File: src/rtl/parking_pkg.sv
// Shared types and constants for the parking gate arbiter.
package parking_pkg;

  typedef enum logic [1:0] {
    IDLE  = 2'd0,
    ISSUE = 2'd1,
    WAIT  = 2'd2,
    RESP  = 2'd3
  } arb_state_e;

  localparam logic DIR_ENTER = 1'b0;
  localparam logic DIR_EXIT  = 1'b1;
  localparam int   MAX_GATES = 8;

  // Gate-index width; a single-bit index is kept even for degenerate counts.
  function automatic int gate_idx_w(input int num_gates);
    return (num_gates > 1) ? $clog2(num_gates) : 1;
  endfunction

endpackage

File: src/rtl/parking_gate_arbiter_picker.sv
// Combinational round-robin picker: first eligible gate at or above ptr, wrapping.
module parking_rr_picker
  import parking_pkg::*;
#(
  parameter int NUM_GATES = 4,
  localparam int IDX_W = gate_idx_w(NUM_GATES)
) (
  input  logic [NUM_GATES-1:0] req,
  input  logic [NUM_GATES-1:0] hold_mask,
  input  logic [IDX_W-1:0]     ptr,
  output logic                 valid,
  output logic [IDX_W-1:0]     winner
);

  logic [NUM_GATES-1:0] eligible;
  int                   idx;

  assign eligible = req & ~hold_mask;

  // Scanning from the far end lets the closest candidate win without a break.
  always_comb begin
    valid  = 1'b0;
    winner = '0;
    idx    = 0;
    for (int i = NUM_GATES - 1; i >= 0; i--) begin
      idx = (int'(ptr) + i) % NUM_GATES;
      if (eligible[IDX_W'(idx)]) begin
        valid  = 1'b1;
        winner = IDX_W'(idx);
      end
    end
  end

endmodule

File: src/rtl/parking_gate_arbiter.sv
// Round-robin arbiter sharing the occupancy counter between gate controllers.
// Optional vacancy precheck on entries: define PARKING_ARB_PRECHECK_EN.
//
// state | meaning
// IDLE  | pick the next eligible gate, capture its dir/class
// ISSUE | enter/exit event pulse is on the counter inputs
// WAIT  | counter updates; illegal flag sampled at the end of this cycle
// RESP  | ack/grant pulse to the served gate
module parking_gate_arbiter
  import parking_pkg::*;
#(
  parameter int NUM_GATES = 4
) (
  input  logic                 clk,
  input  logic                 reset,
  input  logic [NUM_GATES-1:0] gate_req,
  input  logic [NUM_GATES-1:0] gate_dir,
  input  logic [NUM_GATES-1:0] gate_is_uni,
  output logic [NUM_GATES-1:0] gate_ack,
  output logic [NUM_GATES-1:0] gate_grant,
  output logic                 busy,
  output logic                 car_entered,
  output logic                 car_exited,
  output logic                 is_uni_car_entered,
  output logic                 is_uni_car_exited,
  input  logic                 is_vacated_space,
  input  logic                 uni_is_vacated_space,
  input  logic                 illegal_enter,
  input  logic                 illegal_exit
);

  localparam int IDX_W = gate_idx_w(NUM_GATES);

  arb_state_e           state_q, state_d;
  logic [IDX_W-1:0]     ptr_q, ptr_d, win_q, win_d, pick_idx;
  logic                 dir_q, dir_d, uni_q, uni_d;
  logic [NUM_GATES-1:0] mask_q, mask_d, ack_d, grant_d, win_onehot, pick_onehot;
  logic                 ent_d, ext_d, uent_d, uext_d;
  logic                 pick_valid, pick_dir, pick_uni, flag, precheck_deny;

  parking_rr_picker #(.NUM_GATES(NUM_GATES)) u_picker (
    .req       (gate_req),
    .hold_mask (mask_q),
    .ptr       (ptr_q),
    .valid     (pick_valid),
    .winner    (pick_idx)
  );

  assign pick_dir    = gate_dir[pick_idx];
  assign pick_uni    = gate_is_uni[pick_idx];
  assign pick_onehot = NUM_GATES'(1) << pick_idx;
  assign win_onehot  = NUM_GATES'(1) << win_q;
  assign flag        = (dir_q == DIR_EXIT) ? illegal_exit : illegal_enter;
  assign busy        = (state_q != IDLE);

`ifdef PARKING_ARB_PRECHECK_EN
  assign precheck_deny = (pick_dir == DIR_ENTER) &&
                         !(pick_uni ? uni_is_vacated_space : is_vacated_space);
`else
  logic unused_vacancy;
  assign unused_vacancy = is_vacated_space ^ uni_is_vacated_space;
  assign precheck_deny  = 1'b0;
`endif

  always_comb begin
    state_d = state_q;
    ptr_d   = ptr_q;
    win_d   = win_q;
    dir_d   = dir_q;
    uni_d   = uni_q;
    mask_d  = mask_q;
    ent_d   = 1'b0;
    ext_d   = 1'b0;
    uent_d  = 1'b0;
    uext_d  = 1'b0;
    ack_d   = '0;
    grant_d = '0;
    case (state_q)
      IDLE: begin
        mask_d = '0;
        if (pick_valid) begin
          win_d = pick_idx;
          dir_d = pick_dir;
          uni_d = pick_uni;
          if (precheck_deny) begin
            state_d = RESP;
            ack_d   = pick_onehot;
          end else begin
            state_d = ISSUE;
            ent_d   = (pick_dir == DIR_ENTER);
            ext_d   = (pick_dir == DIR_EXIT);
            uent_d  = (pick_dir == DIR_ENTER) && pick_uni;
            uext_d  = (pick_dir == DIR_EXIT) && pick_uni;
          end
        end
      end
      ISSUE: state_d = WAIT;
      WAIT: begin
        state_d = RESP;
        ack_d   = win_onehot;
        grant_d = flag ? '0 : win_onehot;
      end
      RESP: begin
        state_d = IDLE;
        // The served gate still holds req during the next IDLE cycle.
        mask_d  = win_onehot;
        ptr_d   = (int'(win_q) == NUM_GATES - 1) ? '0 : win_q + 1'b1;
      end
      default: state_d = IDLE;
    endcase
  end

  always_ff @(posedge clk or negedge reset) begin
    if (!reset) begin
      state_q            <= IDLE;
      ptr_q              <= '0;
      win_q              <= '0;
      dir_q              <= 1'b0;
      uni_q              <= 1'b0;
      mask_q             <= '0;
      gate_ack           <= '0;
      gate_grant         <= '0;
      car_entered        <= 1'b0;
      car_exited         <= 1'b0;
      is_uni_car_entered <= 1'b0;
      is_uni_car_exited  <= 1'b0;
    end else begin
      state_q            <= state_d;
      ptr_q              <= ptr_d;
      win_q              <= win_d;
      dir_q              <= dir_d;
      uni_q              <= uni_d;
      mask_q             <= mask_d;
      gate_ack           <= ack_d;
      gate_grant         <= grant_d;
      car_entered        <= ent_d;
      car_exited         <= ext_d;
      is_uni_car_entered <= uent_d;
      is_uni_car_exited  <= uext_d;
    end
  end

endmodule
File: config.mk
export PLATFORM = sky130hd
export DESIGN_NAME = parking_gate_arbiter
export DESIGN_NICKNAME = d
export VERILOG_FILES = /design/src/rtl/parking_pkg.sv /design/src/rtl/parking_gate_arbiter_picker.sv /design/src/rtl/parking_gate_arbiter.sv
export SDC_FILE = /design/constraint.sdc
export NUM_CORES = 1
export LEC_CHECK = 0
export ABC_AREA = 1
export CORE_MARGIN = 8
export CORE_UTILIZATION = 51
export CTS_BUF_LIST = sky130_fd_sc_hd__clkbuf_16
export DETAILED_ROUTE_END_ITERATION = 8
export GPL_TIMING_DRIVEN = 1
export PLACE_DENSITY = 0.82
export SLEW_MARGIN = 25
export SYNTH_ARGS = -nofsm -noshare
export SYNTH_HDL_FRONTEND = slang
export SYNTH_SLANG_ARGS = --single-unit
File: constraint.sdc
create_clock -name clk -period 2.73 [get_ports clk]
set_input_delay 0.273 -clock clk [delete_from_list [all_inputs] [get_ports clk]]
set_output_delay 0.273 -clock clk [all_outputs]
set_load 0.005 [all_outputs]
# ---- Word-level counts from Yosys, hierarchy flattened
# Cells that the tools add are included.
dict set report totals {
  ff_bits 23
  inputBits 18
  out_inout_bits 13
  word_cells 75
}
dict set report op_classes {
  add_sub_neg 4
  magnitude_cmp 5
  eq_ne 5
  shifts 1
  muxes 40
  bitwise 3
  n_reduce_logical 6
}
# op n
set op_table {}
lappend op_table {{2-to-1 mux 1 bit} 23}
lappend op_table {{< comparator 2 x 4 -> 1 bit, second input constant} 4}
lappend op_table {{binary-select mux 1 bit (select 2 bit)} 6}
lappend op_table {{2-to-1 mux 2 bit} 6}
lappend op_table {{2-to-1 mux 4 bit} 3}
lappend op_table {{case mux 2 bit (4 select lines)} 1}
lappend op_table {{case mux 4 bit (2 select lines)} 1}
lappend op_table {{adder 2 x 1 -> 2 bit, second input constant} 2}
lappend op_table {{adder 2 bit, second input constant} 2}
lappend op_table {{bitwise AND 4 bit} 1}
lappend op_table {{== test 2 x 1 -> 1 bit, second input constant} 2}
lappend op_table {{== test 2 bit, second input constant} 2}
lappend op_table {{inverter 4 bit} 1}
lappend op_table {{nonzero test 2 bit} 2}
lappend op_table {{<< shifter 1 x 2 -> 4 bit, first input constant} 1}
lappend op_table {{< comparator 2 x 3 -> 1 bit, second input constant} 1}
lappend op_table {{logical AND 1 bit} 2}
lappend op_table {{logical NOT 2 bit} 1}
lappend op_table {{inequality test 2 bit, second input constant} 1}
lappend op_table {{AND reduction 2 bit} 1}
lappend op_table {{inverter 1 bit} 1}

# ---- Logic depth before layout (Yosys ltp)
dict set report logic_depth {
  word_depth 15
  depth_mapped 15
  depth_no_buf 14
}

# ---- Hierarchy
# Synthesis repeated with hierarchy kept, for this count alone.
dict set report hier_totals {
  cells_unflattened 149
  area_unflattened_um2 1209.9
}
# mod instances cells_each area_each_um2 seq_area_each_um2
set modules_own_cells {}
lappend modules_own_cells {parking_gate_arbiter 1 102 987.2 575.6}
lappend modules_own_cells {parking_rr_picker 1 47 222.7 0.0}

# ---- Worst setup path after synthesis
# No wires, ideal clock.
dict set report synth_path {
  kind {reg2reg}
  startpoint {register ptr_q[0]}
  endpoint {register dir_q}
  setup_time_ns 0.119
  arrival_ns 1.410
  required_ns 2.611
  setup_slack_ns 1.201
  stages_incl_launch_ff 16
  n_path_buf 1
  period_less_slack_ns 1.529
  cell_sequence {dfrtp_1 -> buf_6 -> inv_4 -> nand3_1 -> nand2_1 -> nand2_2 -> nand2_2 -> inv_2 -> nand2_4 -> nand2_2 -> nand2_4 -> nand2_4 -> nand2_1 -> nand3_1 -> nand3_2 -> nand2_1}
}
dict set report synth_via {
  elab_chain_cells 10
  elab_cells_between_ends 26
  cone_classes {add/sub: 3; mux: 22; reduce/logical: 1}
}
# element line
set synth_rtl {}
lappend synth_rtl {{start, declared} parking_gate_arbiter.sv:35} ;# logic [IDX_W-1:0] ptr_q, ptr_d, win_q, win_d, pick_idx;
lappend synth_rtl {{start signal, assigned} parking_gate_arbiter.sv:129} ;# ptr_q <= ptr_d;
lappend synth_rtl {{adder 2 bit} parking_gate_arbiter_picker.sv:26} ;# idx = (int'(ptr) + i) % NUM_GATES;
lappend synth_rtl {{binary-select mux 1 bit (select 2 bit)} parking_gate_arbiter_picker.sv:27} ;# if (eligible[IDX_W'(idx)]) begin
lappend synth_rtl {{2-to-1 mux 1 bit (not written as such) (2 in series)} parking_gate_arbiter_picker.sv:27}
lappend synth_rtl {{2-to-1 mux 2 bit (4 in series)} parking_gate_arbiter_picker.sv:27}
lappend synth_rtl {{binary-select mux 1 bit (select 2 bit)} parking_gate_arbiter.sv:49} ;# assign pick_dir = gate_dir[pick_idx];
lappend synth_rtl {{2-to-1 mux 1 bit (not written as such)} parking_gate_arbiter.sv:49}
lappend synth_rtl {{end signal, assigned} parking_gate_arbiter.sv:131} ;# dir_q <= dir_d;
lappend synth_rtl {{end, declared} parking_gate_arbiter.sv:36} ;# logic dir_q, dir_d, uni_q, uni_d;
# Parallel ways exist; a longest one is shown, timed or not. The select of a mux whose other input is x is not followed.
# A chain may end at the register's enable or synchronous reset.

# ---- Worst setup path in the final report
# Same ends and word-level chain as after synthesis.

==> key figures <==
Power and ir drop
  • Sw frac: 45.74%
  • Seq pwr share: 27.2%
  • Static leakage: 0.8854 nW
  • Clock Power Share: 15.4%
  • Power Density: 1216 nW/µm²
  • Combinational group share of total power: 57.3%
  • VDD IR-drop max: 831.5 µV
  • Int Power: 0.001096 W
  • Sw power: 0.0009239 W

Critical path
  • Setup CP Type: flip-flop to flip-flop
  • Critical path required time: 2.87 ns
  • Max FO, Critical Path: 7
  • Worst reg2reg setup slack: 0.86 ns
  • Type of element capturing the critical path: flip-flop
  • R2r endpoint: dir_q
  • Worst-case reg-to-reg path depth: 11
  • Worst R2R Start: ptr_q[0]
  • Startpoint types: flip-flop
  • WP data arrival: 2.01 ns

Flow run
  • Max_cap viols: 0

Logic synthesis
  • Cell taking the most area after synthesis: dfrtp_1
  • Post-Syn Area: 1284 µm²
  • Synthesized instance count: 158
  • Synth top area share: 44.83%
  • Dominant cells by area after synthesis: dfrtp_1, nand2_1, nand3_1, inv_1, ha_1
  • Synth warn: 0
  • Sequential fraction of the synthesis area: 44.83%
  • Synth unique cells: 22
  • Avg Cell Area, Syn: 8.125 µm²
  • Seq cells post-synth: 23
  • Syn_nets: 183

Clock network
  • CTS Root Cell: clkbuf_16
  • Setup Fix Bufs, Post-CTS: 0
  • CTS Buf Count: 3
  • Post_cts resized: 0
  • TritonCTS Sinks: 23
  • Cts hold-fix bufs: 0
  • Clk slew on worst S/H paths: 0.06 ns
  • H-tree levels: 1
  • TritonCTS clock tree: done
  • Worst skew pair latency: 0.25 ns
  • Clock Path Buffers: 2

Drt
  • DR iter-0 viols: 40
  • Drt total wl: 2776 µm
  • Via Count: 1127
  • DRC: 0
  • Post-DR wirelength/cell: 12.73 µm
  • Final ANT Viol Nets: 0
  • Initial DRT Pass Iterations: 4
  • Via/cell ratio: 5.170

Finish
  • Antenna cells: 0
  • Fillers: 186
  • Area growth from synthesis to layout: 29.43%
  • Share of post-route cells with drive strength above 1: 10.11%
  • Storage element area: 575.6 µm²
  • Final cell count without fillers: 218
  • Area of the multi-input gates: 585.6 µm²
  • Final nets: 214

Timing
  • Achievable clock frequency: 535.3 MHz
  • Measured slew at the worst slew-check pin: 0.4888 ns
  • Skew final: 0.001650 ns
  • PnR worst setup slack: 0.8620 ns
  • Final hold slack: -0.02391 ns
  • RSZ-0062 raised after global routing: false
  • Slew margin rel.: 67.42%
  • Final Hold Fails: 23
  • Final Critical Period: 1.868 ns
  • Final setup fails: 0
  • TNS Setup: 0 ns
  • Final period utilization: 68.42%
  • Slew Limit Fails: 0

Die
  • Core outline area: 2432 µm²
  • Die Y-Extent: 66.17 µm
  • # rows: 18
  • # IOs: 31
  • Initial Util: 52.78%
  • Die ar.: 4378 µm²
  • Die Wd: 66.17 µm

Global routing
  • Initial antenna violation count: 0
  • Tot GR Track Use: 13.70%
  • GRT overflow: 0
  • Largest net degree at the start of global routing: 24
  • First-pass GRT wire length: 4761 µm
  • Vias in the first global route: 1121

Placement
  • RD Place Congestion: 0.8300
  • Hpwl dp: 2177 µm
  • Placement Setup Slack: 0.7373 ns
  • Dpl cells: 214
  • # port buffers: 28

Status
  • Failing checks: negative hold slack
  • Status: finished with violations

Worst hold path
  • HP Class: input pin to async pin
==> how the worst max path moves through the flow <==
stage	start	to	slack [ns]	depth (start not counted)
floorplan	ptr_q[0]	dir_q	1.20	15
global placement	gate_req[1]	is_uni_car_exited	0.78	15
detailed placement	gate_req[1]	is_uni_car_entered	0.74	15
CTS	ptr_q[0]	dir_q	0.87	11
global route	ptr_q[0]	is_uni_car_entered	0.69	11
finish	ptr_q[0]	dir_q	0.86	11
==> cells in the final DEF (no fill, tap or decap), types with 2 or more instances in the layout <==
| master | synthesis | layout |
|---|---|---|
| ha_1 | 7 | 7 |
| clkdlybuf4s50_1 | 0 | 27 |
| nor2_1 | 11 | 11 |
| dfrtp_1 | 23 | 23 |
| inv_1 | 25 | 25 |
| inv_2 | 2 | 2 |
| clkbuf_16 | 0 | 3 |
| nand2_1 | 36 | 36 |
| a21oi_1 | 2 | 2 |
| o21ai_0 | 10 | 10 |
| nand2_2 | 3 | 3 |
| nand3_1 | 25 | 25 |
| nand2_4 | 3 | 3 |
==> power by group through the flow <==
stage / clock [W] / sequential (W) / combinational, W
floorplan: 0 / 0.000524 / 0.000896
global route: 0.000331 / 0.000565 / 0.00132
CTS: 0.000315 / 0.000548 / 0.00117
global placement: 0 / 0.000544 / 0.00111
finish: 0.000312 / 0.000550 / 0.00116
detailed placement: 0 / 0.000550 / 0.00116
==> sequential cells by signal, summed over array words and instances (netlist names) <==
signal              count
car_exited              1
gate_ack                4
is_uni_car_entered      1
win_q                   2
is_uni_car_exited       1
dir_q                   1
ptr_q                   2
gate_grant              4
car_entered             1
mask_q                  4
state_q                 2
==> per-stage QoR <==
stage               util, %  power, W  instance area (µm²)
detailed placement    65.23  0.001706                 1587
CTS                   68.52  0.002030                 1667
finish                68.31  0.002020                 1662
global placement      65.23  0.001654                 1587
global route          68.31  0.002219                 1662
floorplan                 -  0.001420                 1284
==> logic make-up after synthesis <==
family,share of synthesized area [%]
AO/OA/AOI/OAI,5.264
XOR/XNOR,1.950
adder cells (fa/ha/maj),6.822
buffers and inverters,9.552
flip-flops,44.83
multiplexers,0.8771
AND/OR/NAND/NOR,30.70
==> worst max-delay path, cell delays in order, from the launching register on <==
cell and delay [ns]:
dfrtp_1 0.55, inv_4 0.10, nand3_1 0.08, nand2_1 0.08
nand2_1 0.09, nand2_2 0.06, nor2_1 0.13, nand4_1 0.17
nand2_1 0.23, inv_1 0.10, nand3_2 0.11, nand2_1 0.06
==> cell usage after synthesis, drive strengths merged <==
library cell,instances
dfrtp,23
xor2,1
a21boi,1
xnor2,1
nand3,27
mux2,1
nor2,12
nand2,42
buf,1
o21ai,10
ha,7
clkbuf,1
a21oi,2
inv,28
nand4,1
==> layout make-up <==
| type | instances | share of cell area (%) |
|---|---|---|
| multi-input combinational | 105 | 35.24 |
| sequential | 23 | 34.64 |
| timing repair buffer | 28 | 16.57 |
| inverter | 28 | 6.476 |
| clock buffer | 3 | 4.518 |
| tap | 30 | 2.259 |
| clock inverter | 1 | 0.3012 |
==> routing by layer <==
layer,track usage [%],up-vias,share of wire (%)
met4,8.267,0,2.4
met5,0,-,0
met1,14.79,521,39
met3,2.542,6,6.2
li1,-,556,-
met2,24.13,44,52
(Power assumes the default switching activity.)
